<file path="config.mk">
export PLATFORM = sky130hd
export DESIGN_NAME = vga_image_scanner
export DESIGN_NICKNAME = d
export VERILOG_FILES = /design/src/rtl/vga_image_scanner.sv
export SDC_FILE = /design/constraint.sdc
export NUM_CORES = 1
export LEC_CHECK = 0
export CORE_ASPECT_RATIO = 2
export CORE_UTILIZATION = 49
export DETAILED_ROUTE_END_ITERATION = 8
export GPL_TIMING_DRIVEN = 0
export PLACE_DENSITY = 0.72
export SLEW_MARGIN = 20
export SYNTH_ARGS = -nofsm -noshare
export SYNTH_HDL_FRONTEND = slang
export SYNTH_SLANG_ARGS = --single-unit
export TNS_END_PERCENT = 50
</file>
<file path="constraint.sdc">
create_clock -name clk_i -period 5.12 [get_ports clk_i]
set_clock_uncertainty 0.05 [all_clocks]
set_input_delay 0.768 -clock clk_i [delete_from_list [all_inputs] [get_ports clk_i]]
set_output_delay 0.768 -clock clk_i [all_outputs]
set_load 0.02 [all_outputs]
</file>
<file path="src/rtl/vga_image_scanner.sv">
// vga_image_scanner: 640x480@60-style VGA raster generator that reads a 12-bit
// image ROM in raster order and drives 4:4:4 RGB plus active-low syncs.
//
// Ports:
//   clk_i          system clock
//   rst_ni         asynchronous active-low reset
//   rom_addr_o     registered ROM read address (v*IMG_W + h inside the image)
//   rom_dout_i     ROM data, valid one clock after rom_addr_o
//   vga_r/g/b_o    colour channels, black in blanking, BG_COLOR outside image
//   vga_hs_o       HSYNC, active low
//   vga_vs_o       VSYNC, active low
//   frame_start_o  one-clock pulse on the edge the counters enter (0,0)
//
// Latency: counter state reaches the pins two clocks later (ROM read + output
// register). Both stages run every clock, independent of the pixel tick.
module vga_image_scanner #(
  parameter int unsigned CLK_DIV    = 4,
  parameter int unsigned H_ACTIVE   = 640,
  parameter int unsigned H_FP       = 16,
  parameter int unsigned H_SYNC     = 96,
  parameter int unsigned H_BP       = 48,
  parameter int unsigned V_ACTIVE   = 480,
  parameter int unsigned V_FP       = 10,
  parameter int unsigned V_SYNC     = 2,
  parameter int unsigned V_BP       = 33,
  parameter int unsigned IMG_W      = 640,
  parameter int unsigned IMG_H      = 480,
  parameter int unsigned ADDR_WIDTH = 19,
  parameter int unsigned DATA_WIDTH = 12,
  parameter logic [11:0] BG_COLOR   = 12'h000
) (
  input  logic                  clk_i,
  input  logic                  rst_ni,
  output logic [ADDR_WIDTH-1:0] rom_addr_o,
  input  logic [DATA_WIDTH-1:0] rom_dout_i,
  output logic [3:0]            vga_r_o,
  output logic [3:0]            vga_g_o,
  output logic [3:0]            vga_b_o,
  output logic                  vga_hs_o,
  output logic                  vga_vs_o,
  output logic                  frame_start_o
);

  localparam int unsigned HTotal = H_ACTIVE + H_FP + H_SYNC + H_BP;
  localparam int unsigned VTotal = V_ACTIVE + V_FP + V_SYNC + V_BP;
  localparam int unsigned HW     = $clog2(HTotal);
  localparam int unsigned VW     = $clog2(VTotal);
  localparam int unsigned DivW   = (CLK_DIV > 1) ? $clog2(CLK_DIV) : 1;

  localparam logic [DivW-1:0] DivMax  = DivW'(CLK_DIV - 1);
  localparam logic [HW-1:0]   HLast   = HW'(HTotal - 1);
  localparam logic [HW-1:0]   HActive = HW'(H_ACTIVE);
  localparam logic [HW-1:0]   ImgW    = HW'(IMG_W);
  localparam logic [HW-1:0]   HsFirst = HW'(H_ACTIVE + H_FP);
  localparam logic [HW-1:0]   HsLast  = HW'(H_ACTIVE + H_FP + H_SYNC - 1);
  localparam logic [VW-1:0]   VLast   = VW'(VTotal - 1);
  localparam logic [VW-1:0]   VActive = VW'(V_ACTIVE);
  localparam logic [VW-1:0]   ImgH    = VW'(IMG_H);
  localparam logic [VW-1:0]   VsFirst = VW'(V_ACTIVE + V_FP);
  localparam logic [VW-1:0]   VsLast  = VW'(V_ACTIVE + V_FP + V_SYNC - 1);

  logic [DivW-1:0]       div_q, div_d;
  logic [HW-1:0]         h_q, h_d;
  logic [VW-1:0]         v_q, v_d;
  logic [ADDR_WIDTH-1:0] rom_addr_q, rom_addr_d;
  logic                  frame_start_q, frame_start_d;
  logic                  pix_tick;

  // Stage-0 flags and their one-clock-delayed copies aligned with rom_dout_i.
  logic active_s, in_img_s, hs_n_s, vs_n_s;
  logic active_d1_q, in_img_d1_q, hs_n_d1_q, vs_n_d1_q;

  logic [11:0] rgb_q, rgb_d;
  logic        hs_q, vs_q;

  assign pix_tick = (div_q == DivMax);

  always_comb begin
    div_d         = pix_tick ? '0 : div_q + 1'b1;
    h_d           = h_q;
    v_d           = v_q;
    rom_addr_d    = rom_addr_q;
    frame_start_d = 1'b0;
    if (pix_tick) begin
      if (h_q == HLast) begin
        h_d = '0;
        v_d = (v_q == VLast) ? '0 : v_q + 1'b1;
      end else begin
        h_d = h_q + 1'b1;
      end
      // The address tracks the position being entered, so raster order inside
      // the window is a plain increment and blanking simply holds it.
      if (h_d == '0 && v_d == '0) begin
        rom_addr_d    = '0;
        frame_start_d = 1'b1;
      end else if (h_d < ImgW && v_d < ImgH) begin
        rom_addr_d = rom_addr_q + 1'b1;
      end
    end
  end

  always_comb begin
    active_s = (h_q < HActive) && (v_q < VActive);
    in_img_s = (h_q < ImgW) && (v_q < ImgH);
    hs_n_s   = !((h_q >= HsFirst) && (h_q <= HsLast));
    vs_n_s   = !((v_q >= VsFirst) && (v_q <= VsLast));
  end

  always_comb begin
    rgb_d = 12'h000;
    if (active_d1_q) begin
      rgb_d = in_img_d1_q ? rom_dout_i[11:0] : BG_COLOR;
    end
  end

  always_ff @(posedge clk_i or negedge rst_ni) begin
    if (!rst_ni) begin
      div_q         <= '0;
      h_q           <= '0;
      v_q           <= '0;
      rom_addr_q    <= '0;
      frame_start_q <= 1'b0;
      active_d1_q   <= 1'b0;
      in_img_d1_q   <= 1'b0;
      hs_n_d1_q     <= 1'b1;
      vs_n_d1_q     <= 1'b1;
      rgb_q         <= 12'h000;
      hs_q          <= 1'b1;
      vs_q          <= 1'b1;
    end else begin
      div_q         <= div_d;
      h_q           <= h_d;
      v_q           <= v_d;
      rom_addr_q    <= rom_addr_d;
      frame_start_q <= frame_start_d;
      active_d1_q   <= active_s;
      in_img_d1_q   <= in_img_s;
      hs_n_d1_q     <= hs_n_s;
      vs_n_d1_q     <= vs_n_s;
      rgb_q         <= rgb_d;
      hs_q          <= hs_n_d1_q;
      vs_q          <= vs_n_d1_q;
    end
  end

  assign rom_addr_o    = rom_addr_q;
  assign vga_r_o       = rgb_q[11:8];
  assign vga_g_o       = rgb_q[7:4];
  assign vga_b_o       = rgb_q[3:0];
  assign vga_hs_o      = hs_q;
  assign vga_vs_o      = vs_q;
  assign frame_start_o = frame_start_q;

endmodule

</file>
==> results.cfg <==
[outcome]
status = finished clean

[synth]
synthesis.area_um2 = 3470
ys_ff_latch = 59
synth-main-ff-cell = dfrtp_1
yosysWarnings = 0
syn_nets = 380
synth_commonest_cells = dfrtp_1 (55), nand2_1 (29), and2_1 (25), o21ai_0 (20)
synth_edf_count = 0
yosysSeqAreaShare = 0.427
synth-async-reset-ratio = 1.00
synth_area_leaders = dfrtp_1 (40%), and2_1 (4.5%), a22oi_1 (4.1%)
yosys.cell_count.top_type = dfrtp_1
syn-instance-count = 359
synth_top_cell_area_share = 0.397
syn_avg_cell_area_um2 = 9.65
synthDistinctLibCells = 60
synth_top_area_cell = dfrtp_1

[timing]
drv_slew = 0
layout_min_cycle_time_ns = 3.07
finalCritPeriodShare = 0.599
worst_pin_slew_ns = 0.562
slew-limit-headroom = 0.620
finalSetupViolations = 0
worst_slack_ns = 2.05
finalHoldViolCount = 0
rsz0062_at_grt = false
fmax_ghz = 0.326
setup_tns_ns = 0

[floorplanning]
core_area_um2 = 6890
die_w_um = 61.5
die_h_um = 121
die-area_um2 = 7430
initial_utilization = 0.503
rows = 43
ios = 48

[worst_setup_path]
cp_cell_sequence = ha_1 > and3_1 > buf_2 > nand3_2 > o221a_2 > o2111ai_1 > nand3_1 > buf_2 > buf_2 > a22oi_1 > o31ai_2
path_delay_family = compound AO/OA/AOI/OAI gates
critPathArrivalTime_ns = 3.21
endpoint_kind = flip-flop
startpoint_type = flip-flop
cp_num_buf_inv = 3
path_max_fanout = 10
rr_worst_depth = 11
cp.required_ns = 5.27
max_stage_delay_ns = 0.44
r2r_start = h_q[0]
cpMostUsedCell = buf_2
r2r_slack_ns = 2.05
r2r_end = rom_addr_o[17]
path_class = reg2reg
cpMaxStageDelayCell = dfrtp_1

[grt]
antenna_found_initial = 0
grt_util_all_layers = 0.253
grt_max_degree = 45
grt_pass1_wl_um = 13800
grt_pass1_vias = 3025
overflow = 0

[route]
routed_via_density = 6.03
antenna_left = 0
vias = 3093
wl_per_cell_um = 17.0
route.detailed.drc = 0
drt_iter0_markers = 206
firstDrtPassIters = 5
wirelength_um = 8720

[power_and_ir_drop]
leakage_nw = 1.71
swShare = 0.212
sequentialPowerShare = 0.442
powerDensity_nw_per_um2 = 246
clock_power_share = 0.521
p_sw_uw = 227
ir_drop_mv = 0.181
comb_power_share = 0.038
p_int_uw = 844

[finish]
drive_above_1_share = 0.139
area_growth_pct = 25.7
nets = 439
fin_cells = 513
fillers = 650
antenna_cells = 0

[clocking]
cts.htree.levels = 3
hold_buffers = 0
clock_latency_ns = 0.32
clock_sinks = 59
cts-resized-gates = 0
clk_transition_reported_paths_ns = 0.05
clockBufferDepth = 2
postCtsSetupBuffers = 0
clock-root-buffer = clkbuf_16
cts_buffers = 9
cts_tree = yes

[job]
drv_cap = 0

[placement]
dp_hpwl_um = 6500
placed_cells = 497
pre_cts_ws_ns = 2.11
gp_congestion = 0.957
io_buffers = 47

[worst_hold_path]
min_path_type = in2async
placed cells by master (no fill, tap or decap), types with 7 or more instances in the layout:
| cell type | Yosys | routed |
|---|---|---|
| nor2_1 | 18 | 18 |
| xnor2_1 | 9 | 9 |
| a22oi_1 | 19 | 19 |
| ha_1 | 7 | 7 |
| clkbuf_16 | 0 | 9 |
| inv_1 | 9 | 9 |
| nand3_1 | 19 | 19 |
| o31ai_1 | 12 | 12 |
| o21ai_0 | 20 | 20 |
| nand2_1 | 29 | 29 |
| nand4_1 | 14 | 14 |
| and2_1 | 25 | 25 |
| dfrtp_1 | 55 | 55 |
| buf_2 | 11 | 11 |
| clkbuf_1 | 9 | 10 |
| clkdlybuf4s50_1 | 0 | 46 |
stage by stage:
step / power [mW] / hold WS, ns / util / area (µm²)
after floorplan: 0.491 / 0.295 / - / 3470
after global placement: 0.519 / 0.296 / 0.588 / 4050
after detailed placement: 0.522 / 0.299 / 0.592 / 4070
after CTS: 1.08 / 0.252 / 0.632 / 4360
after global routing: 1.11 / 0.260 / 0.632 / 4360
final: 1.07 / 0.258 / 0.632 / 4360
worst max-delay path by stage:
stage | from | endpoint | slack (ns) | cells after the start
2_1_floorplan | h_q[0] | rom_addr_o[7] | 2.56 | 10
4_1_cts | h_q[0] | rom_addr_o[17] | 2.10 | 11
6_report | h_q[0] | rom_addr_o[17] | 2.05 | 11
3_5_place_dp | h_q[0] | rom_addr_o[17] | 2.11 | 11
3_3_place_gp | rst_ni | h_q[4] | 1.34 | 1
5_1_grt | h_q[0] | rom_addr_o[15] | 1.86 | 11
power groups by stage:
stage | Sequential, mW | Combinational, mW | Clock, mW
after floorplan | 0.487 | 0.00320 | 0
after global placement | 0.481 | 0.0384 | 0
after detailed placement | 0.481 | 0.0413 | 0
after CTS | 0.473 | 0.0415 | 0.569
after global routing | 0.473 | 0.0442 | 0.589
final | 0.473 | 0.0402 | 0.558
state kept, by name, summed over array words and instances (netlist names):
signal	cells
v_q	10
in_img_d1_q	1
hs_n_d1_q	1
h_q	10
vga_vs_o	1
vga_hs_o	1
rgb_q	12
vs_n_d1_q	1
rom_addr_o	19
frame_start_o	1
div_q	2
final cells by class:
type	instances	area, µm²	area share
clock inverters	4	25.0	0.00575
well taps	90	113	0.0259
inverters	9	33.8	0.00776
flip-flops and latches	59	1480	0.340
plain buffers	25	134	0.0307
multi-input cells	266	1820	0.417
clock buffers	12	256	0.0589
repair buffers	48	495	0.114
kinds of logic (layout without fill, tap and decap cells):
family                     Yosys count  in the layout  share of synthesized area
AOI/OAI and AO/OA                   87             87                      0.186
xor gates and xnor gates            14             14                     0.0354
adders and majority gates            7              7                     0.0253
buffers and inverters               34             98                     0.0484
DFF                                 59             59                      0.427
muxes                                1              1                    0.00289
and+or+nand+nor                    157            157                      0.275
per-layer routing:
layer | track usage | wire (µm) | share of wire | vias up
met5 | 0 | 0 | 0 | -
met4 | 0.190 | 568 | 0.065 | 0
met3 | 0.0501 | 276 | 0.032 | 39
met2 | 0.440 | 4700 | 0.54 | 98
met1 | 0.246 | 3180 | 0.36 | 1520
li1 | - | - | - | 1436
Note: power is estimated with default switching activity, not from simulation.
